$ cat src/rtl/key_press_classifier.sv
// Key gesture classifier: turns a debounced active-low key level into one-cycle
// short / long / auto-repeat / double-click pulses. Single clock domain.
module key_press_classifier #(
  parameter int unsigned LONG_CYC   = 200_000_000,
  parameter int unsigned GAP_CYC    = 60_000_000,
  parameter int unsigned REPEAT_CYC = 40_000_000,
  parameter int unsigned CNT_W      = 28
) (
  input  logic sys_clk,
  input  logic sys_rst_n,
  input  logic key_filter,
  output logic short_pulse,
  output logic long_pulse,
  output logic repeat_pulse,
  output logic double_pulse,
  output logic key_busy
);

  localparam logic [2:0] StIdle     = 3'd0;
  localparam logic [2:0] StPress1   = 3'd1;
  localparam logic [2:0] StLongHold = 3'd2;
  localparam logic [2:0] StWaitGap  = 3'd3;
  localparam logic [2:0] StPress2   = 3'd4;

  // Terminal counts: each timed state fires when cnt reaches its period minus one.
  localparam logic [CNT_W-1:0] LongLast   = CNT_W'(LONG_CYC - 1);
  localparam logic [CNT_W-1:0] GapLast    = CNT_W'(GAP_CYC - 1);
  localparam logic [CNT_W-1:0] RepeatLast = CNT_W'(REPEAT_CYC - 1);

  logic [2:0]       state_q, state_d;
  logic [CNT_W-1:0] cnt_q, cnt_d;
  logic             key_dly_q;
  logic             press_edge;
  logic             short_q, short_d;
  logic             long_q, long_d;
  logic             repeat_q, repeat_d;
  logic             double_q, double_d;
  logic             busy_q;

  // Falling edge of the active-low key; key_dly_q resets to "pressed" so a key
  // held through reset must be released before it can start a gesture.
  assign press_edge = key_dly_q & ~key_filter;

  // Next-state, counter and pulse decode.
  always_comb begin
    state_d  = state_q;
    cnt_d    = cnt_q;
    short_d  = 1'b0;
    long_d   = 1'b0;
    repeat_d = 1'b0;
    double_d = 1'b0;
    unique case (state_q)
      StIdle: begin
        cnt_d = '0;
        if (press_edge) begin
          state_d = StPress1;
        end
      end
      StPress1: begin
        if (key_filter) begin
          state_d = StWaitGap;
          cnt_d   = '0;
        end else if (cnt_q == LongLast) begin
          state_d = StLongHold;
          cnt_d   = '0;
          long_d  = 1'b1;
        end else begin
          cnt_d = cnt_q + 1'b1;
        end
      end
      StLongHold: begin
        if (key_filter) begin
          state_d = StIdle;
          cnt_d   = '0;
        end else if (cnt_q == RepeatLast) begin
          cnt_d    = '0;
          repeat_d = 1'b1;
        end else begin
          cnt_d = cnt_q + 1'b1;
        end
      end
      StWaitGap: begin
        // A second press wins over a timeout landing in the same cycle.
        if (!key_filter) begin
          state_d = StPress2;
          cnt_d   = '0;
        end else if (cnt_q == GapLast) begin
          state_d = StIdle;
          cnt_d   = '0;
          short_d = 1'b1;
        end else begin
          cnt_d = cnt_q + 1'b1;
        end
      end
      StPress2: begin
        // Second press length is deliberately untimed.
        cnt_d = '0;
        if (key_filter) begin
          state_d  = StIdle;
          double_d = 1'b1;
        end
      end
      default: begin
        state_d = StIdle;
        cnt_d   = '0;
      end
    endcase
  end

  // State, counter, edge-detect and registered outputs.
  always_ff @(posedge sys_clk or negedge sys_rst_n) begin
    if (!sys_rst_n) begin
      state_q   <= StIdle;
      cnt_q     <= '0;
      key_dly_q <= 1'b0;
      short_q   <= 1'b0;
      long_q    <= 1'b0;
      repeat_q  <= 1'b0;
      double_q  <= 1'b0;
      busy_q    <= 1'b0;
    end else begin
      state_q   <= state_d;
      cnt_q     <= cnt_d;
      key_dly_q <= key_filter;
      short_q   <= short_d;
      long_q    <= long_d;
      repeat_q  <= repeat_d;
      double_q  <= double_d;
      busy_q    <= (state_d != StIdle);
    end
  end

  assign short_pulse  = short_q;
  assign long_pulse   = long_q;
  assign repeat_pulse = repeat_q;
  assign double_pulse = double_q;
  assign key_busy     = busy_q;

endmodule
$ cat config.mk
export PLATFORM = sky130hd
export DESIGN_NAME = key_press_classifier
export DESIGN_NICKNAME = d
export VERILOG_FILES = /design/src/rtl/key_press_classifier.sv
export SDC_FILE = /design/constraint.sdc
export NUM_CORES = 1
export LEC_CHECK = 0
export ABC_CLOCK_PERIOD_IN_PS = 4800
export CORE_MARGIN = 3
export CORE_UTILIZATION = 40
export DETAILED_ROUTE_END_ITERATION = 7
export GPL_ROUTABILITY_DRIVEN = 0
export GPL_TIMING_DRIVEN = 0
export HOLD_SLACK_MARGIN = 0.02
export REMOVE_ABC_BUFFERS = 1
export SLEW_MARGIN = 25
export SYNTH_ARGS = -nofsm -noshare
export SYNTH_HDL_FRONTEND = slang
export SYNTH_SLANG_ARGS = --single-unit
$ cat constraint.sdc
create_clock -name sys_clk -period 4.8 [get_ports sys_clk]
set_input_delay 0.96 -clock sys_clk [delete_from_list [all_inputs] [get_ports sys_clk]]
set_output_delay 0.96 -clock sys_clk [all_outputs]
set_load 0.005 [all_outputs]
==> results of run 1 <==
metal layers:
| metal | vias up | global-route usage, % | wire, um | part of all wire (%) |
|---|---|---|---|---|
| met4 | 0 | 7.312 | 68 | 1.8 |
| li1 | 707 | - | - | - |
| met5 | - | 0 | 0 | 0 |
| met1 | 741 | 19.58 | 1748 | 46 |
| met3 | 7 | 4.272 | 170 | 4.5 |
| met2 | 28 | 25.15 | 1824 | 48 |
flip-flops by register name, summed over array words and instances (netlist names):
signal / cells
double_pulse: 1
key_busy: 1
key_dly_q: 1
cnt_q: 28
short_pulse: 1
long_pulse: 1
repeat_pulse: 1
state_q: 3
cell families after synthesis:
logic type	share of synthesized area, %
and+or+nand+nor	33.38
DFF	48.62
adders and majority gates	0.6569
AOI/OAI and AO/OA	2.563
buffers and inverters	2.825
xor gates and xnor gates	11.96
power by group through the flow:
stage | Sequential, mW | Clock (mW) | Combinational (mW)
floorplan | 0.363 | 0 | 0.115
global placement | 0.365 | 0 | 0.160
detailed placement | 0.367 | 0 | 0.168
CTS | 0.361 | 0.244 | 0.169
global route | 0.365 | 0.260 | 0.205
finish | 0.362 | 0.237 | 0.182
cells in the final DEF, fill, tap and decap left out, types with 4 or more instances in the layout:
master           instances
and3_1                   5
nand2_1                 15
nand4_1                  7
nor4b_1                  4
clkdlybuf4s50_1          6
nor3_1                  12
clkbuf_8                 7
nand3_1                 14
inv_1                    4
dfrtp_1                 37
xor2_1                   7
nor2_1                  39
and4_1                   7
xnor2_1                 19
through the flow:
step,cells,utilization (%)
2_1_floorplan,192,-
3_3_place_gp,251,44.71
6_report,261,47.73
5_1_grt,261,47.73
4_1_cts,260,47.48
3_5_place_dp,252,45.22
worst paths after layout:
| path | end | from | cells after the start |
|---|---|---|---|
| setup / recovery | cnt_q[14]$_DFF_PN0_ | key_filter | 7 |
| hold / removal | cnt_q[0]$_DFF_PN0_ | cnt_q[0]$_DFF_PN0_ | 1 |
| setup reg to reg | cnt_q[14]$_DFF_PN0_ | cnt_q[13]$_DFF_PN0_ | 6 |
| hold reg to reg | cnt_q[0]$_DFF_PN0_ | cnt_q[0]$_DFF_PN0_ | 1 |
| max in group asynchronous | state_q[1]$_DFF_PN0_ | sys_rst_n | 2 |
| min in group asynchronous | double_pulse$_DFF_PN0_ | sys_rst_n | 1 |
critical path, delay by kind of cell:
kind	cells	cell delay, ns
buf+inv	2	0.89
compound gates	2	0.70
simple gates	3	0.35
area by class of cell:
cell class	count	area, um2
Tap cell	52	65.06
Multi-Input combinational cell	151	924.6
Clock buffer	7	96.34
Fill cell	435	2338
Clock inverter	1	5.005
Inverter	4	15.01
Timing Repair Buffer	9	103.9
Sequential cell	37	925.9
==> results.md, run 1 <==
* Status: finished, final reports clean
* Crit path cell chain: clkdlybuf4s50_1 -> nor2_1 -> nand3b_1 -> a32oi_1 -> a211oi_4 -> buf_6 -> nor2_1
* EDFF count, synth at 0
* H-Tree Level Count at 2
* # Post-CTS Setup Buffers at 0
* CTS tree: built
* Primary FF master, synth: dfrtp_1
* Dpl ws at 1.517 ns
* Sequential cell area fraction in the yosys report at 48.62%
* Wire length per cell at 14.61 um
* DP Area at 2023 um2
* Largest net degree at the start of global routing at 29
* P_int at 0.5339 mW
* Sw Share at 31.56%
* Drt pass-1 iters at 4
* Clock power share at 30.4%
* Count leader, synth: nor2_1
* Die W at 75 um
* I/O pin total at 8
* Final setup fails at 0
* Fin area at 2136 um2
* Max Cap Viol at 0
* Detailed-route DRC error count at 0
* Slew HR at 59.40%
* Worst-margin pin slew at 0.6071 ns
* Critical Path RT at 4.97 ns
* Overall power at 0.7801 mW
* CTS root buffer: clkbuf_8
* Ys async rst share at 100.0%
* Synth unique cells at 31
* Final global-route overflow total at 0
* RSZ-0062 raised after global routing: false
* Max IR drop VDD at 172.1 uV
* Area leader, netlist: dfrtp_1
* N_diodes at 0
* Die ar. at 5625 um2
* Die H at 75 um
* Max Slew Vio Count at 0
* Syn Area/Cell at 9.618 um2
* Final TNS setup at 0 ns
* CP Data Arrival Time at 2.89 ns
* Endpoint type of the worst setup path: register
* Clock Path Buffers at 2
* Crit path launch type: input pin
* Largest fanout on the critical path at 16
* Yosys top cell area share at 48.62%
* Synthesized instance count at 198
* Minimum clock period at 2.717 ns
* Synthesized area at 1904 um2
* Sequential power share at 46.4%
* Share of cells above drive strength 1 at 7.177%
* Initial core utilization at 42.56%
* Ys Warns at 0
* Routed vias at 1483
* IO Port Bufs at 7
* Final Hold Viols at 0
* Type of the tightest min-delay check: reg2reg
* Resized cells post-CTS at 0
* Clock Sinks at 37
* DR vias/cell at 5.682
* Reg-to-reg setup timing slack at 2.37 ns
* PnR worst setup slack at 2.083 ns
* Hold-fix buffers at CTS at 0
* Comb power frac at 23.3%
* WHS at 0.4930 ns
* Fin crit share at 56.61%
* CP Class: in2reg
* Number of antenna violations at the first check in global routing at 0
* Worst skew pair latency at 0.29 ns
* Ranking of synthesized cells by area: dfrtp_1 (49%), xnor2_1 (8.7%), nor2_1 (7.7%)
* Slowest stage delay, CP at 0.63 ns
* Synth Register Bits at 37
* First-pass GRT wire length at 6617 um
* Core footprint at 4474 um2
* Power Dens Cells at 365.2 nW/um2
* All-Layer GR Usage at 15.67%
* Initial DRC count at 101
* Antenna viol nets, final at 0
* CTS clk-pin slew, worst paths at 0.07 ns
* Wirelength, routed at 3812 um
* Fmax at 368.0 MHz
* Number of global-route vias before repair at 1482
* NetSw at 0.2462 mW
* Area Growth Syn to Fin at 12.16%
* Worst Skew at 0.005010 ns
* Final nets at 212
* Leak at 0.8603 nW
* TritonCTS buffer count at 5
* Post-DP HPWL at 2767 um
* Row count at 24
* Top post-synthesis cells by count: nor2_1 (39), dfrtp_1 (37), xnor2_1 (19)
* Critical Path Most Common Cell: nor2_1
* Critical path's slowest cell: clkdlybuf4s50_1
(Power assumes the default switching activity.)
==> run 2, diff against run 1 <==
--- a/config.mk
+++ b/config.mk
@@ -5,7 +5,7 @@
 export SDC_FILE = /design/constraint.sdc
 export NUM_CORES = 1
 export LEC_CHECK = 0
-export ABC_CLOCK_PERIOD_IN_PS = 4800
+export ABC_CLOCK_PERIOD_IN_PS = 2400
 export CORE_MARGIN = 3
 export CORE_UTILIZATION = 40
 export DETAILED_ROUTE_END_ITERATION = 7
==> constraint.sdc (replaced) <==
create_clock -name sys_clk -period 2.4 [get_ports sys_clk]
set_input_delay 0.48 -clock sys_clk [delete_from_list [all_inputs] [get_ports sys_clk]]
set_output_delay 0.48 -clock sys_clk [all_outputs]
set_load 0.005 [all_outputs]
==> results.md, run 2 (synthesized netlist as in run 1, its figures left out) <==
* TritonCTS buffer count at 5 (unchanged)
* Worst-margin pin slew at 0.5745 ns (-0.03262 ns)
* Row count at 24 (unchanged)
* Slowest stage delay, CP at 0.60 ns (-0.03 ns)
* Share of cells above drive strength 1 at 9.390% (+2.2 points)
* I/O pin total at 8 (unchanged)
* Biggest register: cnt_q
* Overall power at 1.699 mW (+120%)
* N_diodes at 0 (unchanged)
* Clock Path Buffers at 2 (unchanged)
* Worst Skew at 0.005357 ns (+0.0003472 ns)
* Wirelength, routed at 4007 um (+5.1%)
* Crit path cell chain: or4b_4 -> nor4_4 -> o22ai_1 -> a211oi_4 -> buf_12 -> nor2_1
* Wire length per cell at 15.12 um (+3.5%)
* Final Hold Viols at 0 (unchanged)
* Cell count after placement at 252 (unchanged)
* Slew HR at 61.70% (+2.3 points)
* Die ar. at 5625 um2 (unchanged)
* Area Growth Syn to Fin at 15.11%
* Crit path launch type: register
* Regs by FF count: cnt_q (28), state_q (3)
* Leak at 0.8819 nW (+2.5%)
* PnR worst setup slack at 0.2071 ns (-1.876 ns)
* Endpoint type of the worst setup path: register
* CTS root buffer: clkbuf_8
* Clock Sinks at 37 (unchanged)
* Critical path's slowest cell: or4b_4
* Hold-fix buffers at CTS at 0 (unchanged)
* Largest net degree at the start of global routing at 21 (-28%)
* First-pass GRT wire length at 6893 um (+4.2%)
* Power Dens Cells at 774.9 nW/um2 (+110%)
* # fillers at 427 (-1.8%)
* Die H at 75 um (unchanged)
* Final setup fails at 0 (unchanged)
* Largest fanout on the critical path at 12 (-4)
* Die W at 75 um (unchanged)
* Number of buffers and inverters on the critical path at 1 (-1)
* Crit path launch: cnt_q[13]$_DFF_PN0_
* Worst r2r src: cnt_q[13]$_DFF_PN0_
* CP Class: reg2reg
* DR vias/cell at 5.785 (+1.8%)
* Post-DP HPWL at 2767 um (unchanged)
* Max Slew Vio Count at 0 (unchanged)
* Routed vias at 1533 (+3.4%)
* Max Cap Viol at 0 (unchanged)
* Most common cell after layout, fill and taps aside: nor2_1
* Initial core utilization at 42.56% (unchanged)
* CTS tree: built
* Delay-heaviest family, CP: simple AND/OR/NAND/NOR gates
* Fin crit share at 91.37%
* Status: finished, final reports clean
* H-Tree Level Count at 2 (unchanged)
* Max reg flops at 28 (unchanged)
* Antenna viol nets, final at 0 (unchanged)
* Drt pass-1 iters at 5 (+1)
* RSZ-0062 raised after global routing: false
* Number of global-route vias before repair at 1521 (+2.6%)
* Initial DRC count at 128 (+27%)
* Number of antenna violations at the first check in global routing at 0 (unchanged)
* Detailed-route DRC error count at 0 (unchanged)
* WHS at 0.1337 ns (-0.3593 ns)
* Most frequent cells in the layout: nor2_1 (39), dfrtp_1 (37), xnor2_1 (19)
* Minimum clock period at 2.193 ns
* Core footprint at 4474 um2 (unchanged)
* Final global-route overflow total at 0 (unchanged)
* Final nets at 216 (+1.9%)
* Dpl ws at -0.4029 ns (-1.920 ns)
* CTS clk-pin slew, worst paths at 0.07 ns (about the same)
* IO Port Bufs at 7 (unchanged)
* Worst skew pair latency at 0.28 ns (about the same)
* Final non-filler cell total at 265 (+1.5%)
* Max IR drop VDD at 344.2 uV (+100%)
* Fmax at 456.0 MHz
* Core Util, Final at 48.99% (+1.3 points)
* Type of the tightest min-delay check: in2async
* All-Layer GR Usage at 16.37% (+0.70 points)
* Critical Path RT at 2.57 ns (-2.40 ns)
* CP Data Arrival Time at 2.37 ns (-0.52 ns)
## run 2: per-layer routing
metal,routed length [um],track usage [%],vias to the layer above
met3,199,4.272,14
met1,1819,20.86,755
met4,95,8.300,0
li1,-,-,715
met2,1891,25.63,49
met5,0,0,-
## run 2: area by class of cell
type	count	area, um2	area share (%)
multi-input cells	152	949.7	43.32
flip-flops and latches	37	925.9	42.24
repair buffers	12	135.1	6.164
clock buffers	7	96.34	4.395
well taps	52	65.06	2.968
inverters	4	15.01	0.6849
clock inverters	1	5.005	0.2283
## run 2: where the power goes
group          leakage (nW)  internal [mW]  switching, mW
Combinational         0.322          0.225          0.277
Clock                0.0542          0.259          0.214
Sequential            0.505          0.672         0.0515
## run 2: worst paths after layout
path	endpoint	cells after the start	slack [ns]
hold / removal	cnt_q[23]$_DFF_PN0_	1	0.13
setup reg to reg	cnt_q[6]$_DFF_PN0_	6	0.21
hold reg to reg	cnt_q[0]$_DFF_PN0_	1	0.49
setup / recovery	cnt_q[6]$_DFF_PN0_	6	0.21
max in group asynchronous	cnt_q[14]$_DFF_PN0_	2	1.82
min in group sys_clk	cnt_q[0]$_DFF_PN0_	1	0.49
## run 2: stage by stage
step,TNS (ns),cell area [um2]
6_report,0,2192
5_1_grt,0,2192
4_1_cts,0,2172
3_5_place_dp,-10.06,2023
3_3_place_gp,-8.056,2001
2_1_floorplan,0,1866
## run 2: what timing repair did
item	CTS	global route
endpoints found under the setup margin	28	14
resized for setup	2	0
pin swaps	1	1
buffers inserted	3	1
gates cloned	1	0
